File: src/rtl/pong_game_sequencer.sv
// pong_game_sequencer
// Top-level game state machine for Ball-and-Paddle: sequences serve, play,
// pause and game-over, keeps both scores, steers the ball engine and
// shrinks the bats as the match progresses.
//
// Ports
//   clk          system clock
//   rst          synchronous active-low reset
//   start_n      start/pause button, active-low, asynchronous to clk
//   frame_tick   one-cycle pulse per video frame
//   miss_left    ball passed P1 (left) edge, one-cycle pulse
//   miss_right   ball passed P2 (right) edge, one-cycle pulse
//   ball_run     ball engine advances position
//   ball_center  ball engine holds ball at screen centre
//   serve_dir    0 = serve toward P1, 1 = toward P2
//   bat_size     1 = large bat, 0 = small bat
//   score_p1     P1 score
//   score_p2     P2 score
//   game_over    high while in GAMEOVER
//   winner       0 = P1, 1 = P2; valid while game_over is high
//   state_dbg    encoded state: IDLE=0 SERVE=1 PLAY=2 PAUSE=3 GAMEOVER=4
module pong_game_sequencer #(
  parameter int unsigned SCORE_W      = 4,
  parameter int unsigned WIN_SCORE    = 9,
  parameter int unsigned SHRINK_SCORE = 5,
  parameter int unsigned SERVE_DELAY  = 60
) (
  input  logic               clk,
  input  logic               rst,
  input  logic               start_n,
  input  logic               frame_tick,
  input  logic               miss_left,
  input  logic               miss_right,
  output logic               ball_run,
  output logic               ball_center,
  output logic               serve_dir,
  output logic               bat_size,
  output logic [SCORE_W-1:0] score_p1,
  output logic [SCORE_W-1:0] score_p2,
  output logic               game_over,
  output logic               winner,
  output logic [2:0]         state_dbg
);

  typedef enum logic [2:0] {
    IDLE     = 3'd0,
    SERVE    = 3'd1,
    PLAY     = 3'd2,
    PAUSE    = 3'd3,
    GAMEOVER = 3'd4
  } state_t;

  localparam logic [SCORE_W-1:0] WIN    = SCORE_W'(WIN_SCORE);
  localparam logic [SCORE_W-1:0] SHRINK = SCORE_W'(SHRINK_SCORE);
  localparam logic [7:0]         DELAY  = 8'(SERVE_DELAY);

  state_t               state, state_n;
  logic [SCORE_W-1:0]   p1_n, p2_n;
  logic                 serve_dir_n, winner_n, bat_size_n;
  logic [7:0]           cnt, cnt_n;
  logic                 sync1, sync2, hist;
  logic                 press;

  // Falling edge of the synchronised button; a held button yields one press.
  assign press = hist & ~sync2;

  always_ff @(posedge clk) begin
    if (!rst) begin
      sync1 <= 1'b1;
      sync2 <= 1'b1;
      hist  <= 1'b1;
    end else begin
      sync1 <= start_n;
      sync2 <= sync1;
      hist  <= sync2;
    end
  end

  always_comb begin
    state_n     = state;
    p1_n        = score_p1;
    p2_n        = score_p2;
    serve_dir_n = serve_dir;
    winner_n    = winner;
    cnt_n       = cnt;
    case (state)
      IDLE, GAMEOVER: begin
        if (press) begin
          state_n     = SERVE;
          p1_n        = '0;
          p2_n        = '0;
          serve_dir_n = 1'b0;
          winner_n    = 1'b0;
          cnt_n       = DELAY;
        end
      end
      SERVE: begin
        if (frame_tick) begin
          cnt_n = cnt - 8'd1;
          if (cnt == 8'd1) state_n = PLAY;
        end
      end
      PLAY: begin
        // Press wins over a same-cycle miss; simultaneous misses cancel.
        if (press) begin
          state_n = PAUSE;
        end else if (miss_left && !miss_right) begin
          p2_n        = score_p2 + 1'b1;
          serve_dir_n = 1'b0;
          if (p2_n == WIN) begin
            state_n  = GAMEOVER;
            winner_n = 1'b1;
          end else begin
            state_n = SERVE;
            cnt_n   = DELAY;
          end
        end else if (miss_right && !miss_left) begin
          p1_n        = score_p1 + 1'b1;
          serve_dir_n = 1'b1;
          if (p1_n == WIN) begin
            state_n  = GAMEOVER;
            winner_n = 1'b0;
          end else begin
            state_n = SERVE;
            cnt_n   = DELAY;
          end
        end
      end
      PAUSE: begin
        if (press) state_n = PLAY;
      end
      default: state_n = IDLE;
    endcase
    // Derived from next-state scores so it changes on the scoring edge.
    bat_size_n = !((p1_n >= SHRINK) || (p2_n >= SHRINK));
  end

  always_ff @(posedge clk) begin
    if (!rst) begin
      state     <= IDLE;
      score_p1  <= '0;
      score_p2  <= '0;
      serve_dir <= 1'b0;
      winner    <= 1'b0;
      bat_size  <= 1'b1;
      cnt       <= '0;
    end else begin
      state     <= state_n;
      score_p1  <= p1_n;
      score_p2  <= p2_n;
      serve_dir <= serve_dir_n;
      winner    <= winner_n;
      bat_size  <= bat_size_n;
      cnt       <= cnt_n;
    end
  end

  assign ball_run    = (state == PLAY);
  assign ball_center = (state == IDLE) || (state == SERVE) || (state == GAMEOVER);
  assign game_over   = (state == GAMEOVER);
  assign state_dbg   = state;

endmodule

File: config.mk
export PLATFORM = sky130hd
export DESIGN_NAME = pong_game_sequencer
export DESIGN_NICKNAME = d
export VERILOG_FILES = /design/src/rtl/pong_game_sequencer.sv
export SDC_FILE = /design/constraint.sdc
export NUM_CORES = 1
export LEC_CHECK = 0
export BUFFER_PORTS_ARGS = -buffer_cell sky130_fd_sc_hd__buf_4
export CAP_MARGIN = 20
export CORE_ASPECT_RATIO = 1.75
export CORE_MARGIN = 5
export CORE_UTILIZATION = 40
export CTS_CLUSTER_DIAMETER = 50
export DETAILED_ROUTE_END_ITERATION = 8
export GPL_ROUTABILITY_DRIVEN = 0
export PLACE_DENSITY = 0.57
export SLEW_MARGIN = 25
export SYNTH_ARGS = -nofsm -noshare
export SYNTH_HDL_FRONTEND = slang
export SYNTH_SLANG_ARGS = --single-unit
File: constraint.sdc
create_clock -name clk -period 4.6 [get_ports clk]
set_clock_uncertainty 0.15 [all_clocks]
set_input_delay 0.92 -clock clk [delete_from_list [all_inputs] [get_ports clk]]
set_output_delay 0.92 -clock clk [all_outputs]
set_load 0.01 [all_outputs]
### Word-level counts from Yosys, hierarchy flattened

Cells that the tools add are included.

| storage, ports and cells | value |
|---|---|
| register bits after elaboration | 25 |
| input bits | 6 |
| output and inout bits | 17 |
| logic and storage cells | 89 |

| operators by class | value |
|---|---|
| add/sub/neg operators | 3 |
| magnitude comparators | 2 |
| equality and inequality tests | 18 |
| mux-type cells | 38 |
| bitwise gates (word level) | 2 |
| reduce and logical (&&, ||, !) cells | 16 |

Operators with widths:

| kind | number |
|---|---|
| $mux W8 | 7 |
| $mux W4 | 7 |
| $mux W3 | 9 |
| $pmux W8 S3 | 1 |
| $pmux W4 S2 | 2 |
| $pmux W3 S4 | 1 |
| $ne A2 B2 Y1 const B | 5 |
| $mux W1 | 9 |
| $add A4 B1 Y4 const B | 2 |
| $eq A4 B4 Y1 const B | 2 |
| $eq A8 B1 Y1 const B | 1 |
| $ge A4 B3 Y1 const B | 2 |
| $sub A8 B1 Y8 const B | 1 |
| $reduce_and A7 Y1 | 1 |
| $eq A3 B2 Y1 const B | 2 |
| $ne A3 B1 Y1 const B | 2 |
| $ne A3 B3 Y1 const B | 2 |
| $reduce_and A6 Y1 | 1 |
| $reduce_and A5 Y1 | 1 |
| $ne A4 B1 Y1 const B | 1 |
| $pmux W1 S2 | 2 |
| $reduce_and A4 Y1 | 1 |
| $eq A3 B1 Y1 const B | 1 |
| $eq A3 B3 Y1 const B | 1 |
| 10 further kinds | 15 |

### Depth between registers and ports, before layout

Gate-level depths: netlist of the first run.

| logic depth | value |
|---|---|
| depth after elaboration | 9 |
| depth in mapped cells | 7 |
| gate-level depth less buffers | 7 |

### Worst setup path after synthesis of the first run

OpenSTA, ideal clock, no wires.

| timing path | value |
|---|---|
| path kind | input-to-reg |
| start point | input miss_right |
| end point | register winner |
| setup time | 74 ps |
| data arrival time | 2232 ps |
| data required time | 4376 ps |
| path slack | 2143 ps |
| stages on the path | 6 |
| path buffers | 0 |
| cells stage by stage | inv_1 -> ha_1 -> nor2_1 -> o41a_4 -> or4_1 -> a31oi_1 |

| on the way | value |
|---|---|
| word-level cells in the longest chain between the ends | 5 |
| elaborated cells between the ends (all ways) | 10 |
| classes of those cells | eq/ne: 3; mux: 3; reduce/logical: 4 |

RTL lines:

| item | line | text |
|---|---|---|
| start: declaration | 33 | `input logic miss_right,` |
| $logic_not A1 Y1 | 107 | `end else if (miss_left && !miss_right) begin` |
| $logic_and A1 B1 Y1 | 107 |  |
| $mux W1 | 107 |  |
| $mux W1 | 105 | `if (press) begin` |
| $pmux W1 S2 | 86 | `case (state)` |
| end signal: assignment | 152 | `winner <= winner_n;` |
| end: declaration | 41 | `output logic winner,` |

Several ways; a longest one is shown, not always the timed one. The select of a mux whose other input is x is not followed.
A chain may end at the register's enable or synchronous reset.

### Worst setup path after layout of the first run

| timing path | value |
|---|---|
| start point | register state[1] (netlist: state_dbg[1]) |
| end point | output ball_run |

| on the way | value |
|---|---|
| word-level cells in the longest chain between the ends | 1 |

RTL lines:

| item | line | text |
|---|---|---|
| start: declaration | 57 | `state_t state, state_n;` |
| start signal: assignment | 148 | `state <= state_n;` |
| $eq A3 B2 Y1 | 158 | `assign ball_run = (state == PLAY);` |
| end: declaration | 34 | `output logic ball_run,` |

Every way passes these cells.

==> results of run 1 <==
==> worst max-delay path: stages (launching register included) <==
cell and delay (ps):
dfxtp_1 580, or3b_1 560, inv_2 180, buf_4 140
==> sequential cells by signal, indices dropped and copies added (netlist names) <==
signal,flops
score_p2,4
cnt,8
sync1,1
bat_size,1
score_p1,4
state_dbg,3
winner,1
serve_dir,1
sync2,1
hist,1
==> per-layer routing <==
metal  vias to the layer above  track usage  share of wire
met4                         0       0.0600          0.016
met3                         6       0.0181          0.033
met1                       670        0.173           0.41
li1                        733            -              -
met5                         -            0              0
met2                        34        0.294           0.54
==> per-stage QoR <==
| stage | instances | power [mW] |
|---|---|---|
| 2_1_floorplan | 197 | 0.299 |
| 3_3_place_gp | 258 | 0.320 |
| 3_5_place_dp | 258 | 0.321 |
| 4_1_cts | 262 | 0.451 |
| 5_1_grt | 262 | 0.474 |
| 6_report | 262 | 0.445 |
==> area by class of cell <==
| type | count | area (µm²) |
|---|---|---|
| clock buffers | 4 | 45.0 |
| inverters | 19 | 71.3 |
| fillers | 416 | 2050 |
| repair buffers | 22 | 165 |
| well taps | 48 | 60.1 |
| flip-flops and latches | 25 | 500 |
| multi-input cells | 144 | 936 |
==> power by group through the flow <==
stage	logic, mW	registers, mW	clock network, mW
6_report	0.0788	0.237	0.129
5_1_grt	0.0898	0.240	0.144
4_1_cts	0.0797	0.237	0.134
3_5_place_dp	0.0793	0.242	0
3_3_place_gp	0.0777	0.242	0
2_1_floorplan	0.0617	0.238	0
==> synthesized netlist by cell type, drive strengths merged, types with 3 or more instances <==
cell	n
dfxtp	25
inv	19
nand2	19
a21oi	16
nand3	10
nor2	10
o21ai	9
ha	8
nand2b	8
buf	5
nor3	5
or3	5
and2	4
clkbuf	4
a31oi	3
mux2i	3
nand3b	3
o221ai	3
o31ai	3
or4	3
xnor2	3
==> path summary, 6_finish.rpt <==
kind,from,end,slack (ps),depth (start not counted)
setup reg to reg,state_dbg[1],bat_size,2260,5
hold / removal,sync1,sync2,260,1
hold reg to reg,sync1,sync2,260,1
setup / recovery,state_dbg[1],ball_run,1800,3
==> cell usage in the layout (no fill, tap or decap), types with 2 or more instances in the layout <==
cell,synthesis,routed
o21ai_1,6,6
a31oi_1,3,3
o21a_1,2,2
o31ai_1,3,3
xnor2_1,3,3
or4_1,3,3
nor4_1,2,2
buf_4,0,22
nor3_1,4,4
nor2b_1,2,2
nand3_1,10,10
nor3b_1,2,2
or3_1,5,5
o21ai_0,3,3
a21oi_1,16,16
nand2b_1,8,8
mux2i_1,3,3
clkbuf_8,0,3
and3_1,2,2
nor2_1,10,10
nand2_1,19,19
inv_1,18,18
ha_1,8,8
a2bb2oi_1,2,2
nand3b_1,3,3
o221ai_1,3,3
dfxtp_1,25,25
and2_1,4,4
or3b_1,2,2
==> kinds of logic (layout without fill, tap and decap cells) <==
group | after synthesis | in the layout | synth area share
simple gates | 82 | 82 | 0.291
compound gates | 47 | 47 | 0.204
buf+inv | 28 | 45 | 0.0764
flops | 25 | 25 | 0.322
fa+ha+maj | 8 | 8 | 0.0644
xor+xnor | 4 | 4 | 0.0225
mux | 3 | 3 | 0.0193
==> reports/results.tsv, run 1 <==
stage	metric	value	unit
status	outcome	completed	
timing	RSZ-0062 raised after global routing	false	
detailed_routing	WL/cell	15.1	µm
timing	Worst slew margin	0.507	
timing	fmax	358	MHz
detailed_routing	Post-Route WL	3960	µm
detailed_routing	DR iter-0 viols	41	
synth	share of the synthesized area in the top cell type	0.322	
critical_path	critical path class	flop to output port	
pwr	pwr/cell area	250	nW/µm²
finish	cell area after layout	1780	µm²
clock_network	CTS H-Tree Depth	1	
placed_design	HPWL Detailed	2990	µm
clock_network	CTS max path bufs	2	
global_route	initial antenna violation count	0	
placed_design	DP Worst Slack	1760	ps
timing	setup TNS	0	ps
placed_design	port bufs	22	
synth	syn_nets	211	
critical_path	Worst Path Required	3530	ps
finish	post-layout util	0.464	
worst_hold_path	worst hold path type	flop to flop	
global_route	first-pass GRT wire length	6690	µm
clock_network	Setup Fix Bufs, Post-CTS	0	
synth	Synth Instances	197	
synth	number of synthesized flops with an enable pin	0	
global_route	remaining global-route overflow	0	
synth	Mapped Area	1560	µm²
clock_network	cts-stage hold buffer count	0	
clock_network	TritonCTS Buffers	3	
timing	Fin. Hold Viols	0	
critical_path	crit-path max FO	14	
clock_network	CTS tree	done	
pwr	Int Pwr	0.319	mW
floorplanning	Core ar.	3830	µm²
global_route	largest net degree at the start of global routing	18	
finish	fraction of layout cells with a size suffix above 1	0.131	
synth	Primary FF master, synth	dfxtp_1	
synth	share of flip-flops with an asynchronous set or reset	0	
floorplanning	Initial Utilization	0.406	
pwr	VDD IR max	0.162	mV
floorplanning	# IOs	23	
synth	Avg Inst Size Synth	7.89	µm²
clock_network	cts repair resizes	0	
timing	Slew Viols, Final	0	
floorplanning	die extent in y	92.5	µm
placed_design	placed cell area	1730	µm²
detailed_routing	DR vias/cell	5.51	
pwr	Sw Ratio	0.283	
pwr	combinational fraction of design power	0.177	
timing	Final WS setup	1800	ps
floorplanning	FP Rows	30	
synth	Synth Register Bits	25	
critical_path	CP Capture Type	output port	
run	number of max-cap violations	0	
synth	top cell type by total area after synthesis	dfxtp_1	
critical_path	CP arrival	1730	ps
timing	Final Setup Violations	0	
detailed_routing	drc violations	0	
timing	Worst Tran Pin Value	738	ps
floorplanning	Die ar.	5280	µm²
pwr	clock share of power	0.290	
timing	Final period util	0.608	
detailed_routing	drt pass-1 iters	4	
detailed_routing	post-route antenna net violation count	0	
clock_network	Root Driver	clkbuf_8	
timing	Final min period	2800	ps
floorplanning	die extent in x	57.1	µm
clock_network	clock transition at the registers of the reported paths	80	ps
clock_network	later-pin clock latency in the skew report	260	ps
timing	Fin Hold WS	262	ps
finish	P&R area growth vs syn	14.3	%
pwr	net switching power	0.126	mW
synth	Synth area leaders	dfxtp_1 (32%), ha_1 (6.4%), a21oi_1 (5.1%), nand2_1 (4.6%), inv_1 (4.3%)	
critical_path	critical path launch point type	flop	
finish	Nets	229	
pwr	Sequential Power Share	0.533	
global_route	Total GRT Usage	0.156	
synth	Synth cell types	48	
detailed_routing	DR vias	1443	
synth	Yosys warnings	0	
synth	Seq/Total Area, Yosys	0.322	
clock_network	CTS sink cnt	25	
global_route	vias in the first global route	1416	
pwr	Leak Pwr	0.695	nW
finish	# diodes	0	
(Power assumes the default switching activity.)
==> inputs of run 2 (changes only) <==
--- a/config.mk
+++ b/config.mk
@@ -5,6 +5,7 @@
 export SDC_FILE = /design/constraint.sdc
 export NUM_CORES = 1
 export LEC_CHECK = 0
+export ABC_AREA = 1
 export BUFFER_PORTS_ARGS = -buffer_cell sky130_fd_sc_hd__buf_4
 export CAP_MARGIN = 20
 export CORE_ASPECT_RATIO = 1.75
@@ -13,7 +14,7 @@
 export CTS_CLUSTER_DIAMETER = 50
 export DETAILED_ROUTE_END_ITERATION = 8
 export GPL_ROUTABILITY_DRIVEN = 0
-export PLACE_DENSITY = 0.57
+export PLACE_DENSITY = 0.59
 export SLEW_MARGIN = 25
 export SYNTH_ARGS = -nofsm -noshare
 export SYNTH_HDL_FRONTEND = slang
==> constraint.sdc (replaced) <==
create_clock -name clk -period 2.3 [get_ports clk]
set_clock_uncertainty 0.15 [all_clocks]
set_input_delay 0.46 -clock clk [delete_from_list [all_inputs] [get_ports clk]]
set_output_delay 0.46 -clock clk [all_outputs]
set_load 0.01 [all_outputs]
==> run 2 against run 1 <==
Compared with the run above: sequential cell count did not move; total power rose to 3.8 times the previous value; non-clock buffer count rose by 1; sequential power rose by 140%; global-route usage rose by 0.34 points; critical endpoint unchanged; synthesized cell count rose by 28%; via count rose by 12%; largest power group is now combinational logic; clock power rose by 100%.
==> reports/results.tsv, run 2 <==
stage	metric	value	unit
synth	Synth Register Bits	25	
critical_path	critical path class	flop to output port	
global_route	Total GRT Usage	0.160	
critical_path	Reg2Reg Setup Slack	430	ps
clock_network	TritonCTS Buffers	3	
detailed_routing	drt pass-1 iters	4	
timing	Worst Tran Pin Value	646	ps
worst_hold_path	HP Start	start_n	
run	number of max-cap violations	0	
finish	cell area after layout	1840	µm²
floorplanning	die extent in x	57.6	µm
synth	Avg Inst Size Synth	6.31	µm²
timing	setup TNS	0	ps
synth	Synth cell types	26	
finish	multi-input logic area	926	µm²
critical_path	crit path cell chain	nand3_2 -> inv_2 -> buf_4	
synth	Yosys warnings	0	
clock_network	cts repair resizes	0	
critical_path	FF-to-FF Start	state_dbg[1]	
global_route	vias in the first global route	1589	
critical_path	CP Capture Type	output port	
worst_hold_path	worst hold path endpoint	sync1	
critical_path	Worst Reg-to-Reg Cells	9	
finish	max FFs per register	8	
finish	Nets	290	
finish	biggest regs	cnt: 8 flops, score_p1: 4 flops, score_p2: 4 flops	
timing	Worst slew margin	0.569	
synth	syn_nets	266	
detailed_routing	Post-Route WL	4000	µm
floorplanning	FP Rows	30	
timing	Final min period	2000	ps
clock_network	CTS tree	done	
finish	P&R area growth vs syn	16.0	%
finish	FF+latch area	500	µm²
synth	Synth area leaders	dfxtp_1 (31%), nand2_1 (17%), inv_1 (7.8%), nand3_1 (7.2%), nor2_1 (6.4%)	
pwr	Leak Pwr	0.911	nW
critical_path	Slowest Stage Delay on Critical Path	470	ps
synth	share of flip-flops with an asynchronous set or reset	0	
clock_network	clock transition at the registers of the reported paths	80	ps
finish	# diodes	0	
critical_path	r2r endpoint	cnt[1]	
finish	most frequent cells in the layout	nand2_1 (74), inv_1 (33), nor2_1 (27), dfxtp_1 (25)	
finish	Most flops, register	cnt	
placed_design	HPWL Detailed	3250	µm
timing	fmax	501	MHz
floorplanning	Initial Utilization	0.411	
critical_path	delay-heaviest family, CP	flip-flops	
timing	Final Setup Violations	0	
global_route	largest net degree at the start of global routing	21	
timing	RSZ-0062 raised after global routing	false	
finish	fraction of layout cells with a size suffix above 1	0.153	
clock_network	Setup Fix Bufs, Post-CTS	0	
clock_network	CTS H-Tree Depth	1	
floorplanning	# IOs	23	
synth	share of the synthesized area in the top cell type	0.315	
synth	Seq/Total Area, Yosys	0.315	
timing	Slew Viols, Final	0	
floorplanning	die extent in y	93.4	µm
worst_hold_path	hold path cells	2	
detailed_routing	DR vias	1610	
pwr	VDD IR max	0.527	mV
timing	Final period util	0.868	
placed_design	port bufs	22	
detailed_routing	DR vias/cell	4.98	
worst_hold_path	worst hold path type	input port to flop	
critical_path	Worst Path Required	1690	ps
global_route	remaining global-route overflow	0	
timing	Fin. Hold Viols	0	
critical_path	slowest library cell on the worst path	dfxtp_1	
clock_network	cts-stage hold buffer count	0	
synth	Mapped Area	1590	µm²
synth	count leader, synth	nand2_1	
critical_path	crit-path max FO	11	
critical_path	critical path launch point type	flop	
synth	Primary FF master, synth	dfxtp_1	
synth	number of synthesized flops with an enable pin	0	
floorplanning	Die ar.	5380	µm²
clock_network	CTS max path bufs	2	
critical_path	CP arrival	1390	ps
status	outcome	completed	
detailed_routing	WL/cell	12.4	µm
synth	top cell type by total area after synthesis	dfxtp_1	
clock_network	later-pin clock latency in the skew report	270	ps
finish	FILL cells	413	
global_route	first-pass GRT wire length	6750	µm
placed_design	placed cell area	1800	µm²
pwr	pwr/cell area	928	nW/µm²
floorplanning	Core ar.	3870	µm²
synth	Synth Instances	252	
global_route	initial antenna violation count	0	
clock_network	CTS sink cnt	25	
detailed_routing	post-route antenna net violation count	0	
detailed_routing	DR iter-0 viols	24	
finish	commonest non-fill, non-tap cell in the layout	nand2_1	
synth	most frequent cells after synthesis	nand2_1 (74), inv_1 (33), nor2_1 (27), dfxtp_1 (25), nand3_1 (23)	
critical_path	buffers and inverters on the worst path	2	
clock_network	Root Driver	clkbuf_8	
detailed_routing	drc violations	0	
==> run 2: cell types whose count changed after synthesis, sizes merged, moves of 4 or more <==
| cell | previous run | this run |
|---|---|---|
| nand2b | 8 | 0 |
| nand4 | 1 | 5 |
| nor2 | 10 | 30 |
| nand3 | 10 | 25 |
| or2 | 0 | 4 |
| nand2 | 19 | 77 |
| and2 | 4 | 0 |
| or3 | 5 | 0 |
| inv | 19 | 37 |
==> run 2: worst max-delay path by stage <==
stage / start / slack, ps / endpoint / cells after the start
2_1_floorplan: miss_right / 510 / cnt[1] / 12
3_3_place_gp: miss_left / 240 / cnt[1] / 12
3_5_place_dp: miss_left / 200 / cnt[1] / 12
4_1_cts: state_dbg[1] / 280 / ball_run / 3
5_1_grt: score_p1[1] / 190 / cnt[1] / 12
6_report: state_dbg[1] / 300 / ball_run / 3
==> run 2: power breakdown <==
group | internal [mW] | switching [mW]
registers | 0.497 | 0.0800
clock network | 0.124 | 0.135
logic | 0.321 | 0.553
total | 0.942 | 0.768
==> run 2: per-layer routing <==
| metal | vias up | routed length, µm | GRT usage |
|---|---|---|---|
| met1 | 727 | 1450 | 0.144 |
| met3 | 13 | 106 | 0.0193 |
| li1 | 844 | - | - |
| met4 | 0 | 159 | 0.0832 |
| met2 | 26 | 2280 | 0.325 |
| met5 | - | 0 | 0 |
==> run 2: area by class of cell <==
cell class,count,share of cell area
Multi-Input combinational cell,186,0.502
Sequential cell,25,0.272
Timing Repair Buffer,23,0.0937
Inverter,37,0.0754
Tap cell,48,0.0326
Clock buffer,4,0.0244
==> run 2: cell families (layout without fill, tap and decap cells) <==
kind of cell	after synthesis	count (layout)	share of synthesized area
compound gates	33	33	0.106
fa+ha+maj	8	8	0.0630
buf+inv	41	64	0.102
flops	25	25	0.315
simple gates	144	144	0.409
xor+xnor	1	1	0.00551
==> run 2: through the flow <==
step	cells	hold slack, ps	util	power, mW	setup slack, ps
finish	323	226	0.477	1.71	303
CTS	323	217	0.477	1.74	276
detailed placement	319	254	0.465	1.47	197
global placement	319	247	0.465	1.47	240
floorplan	252	242	-	1.23	514
global route	323	211	0.477	1.88	191
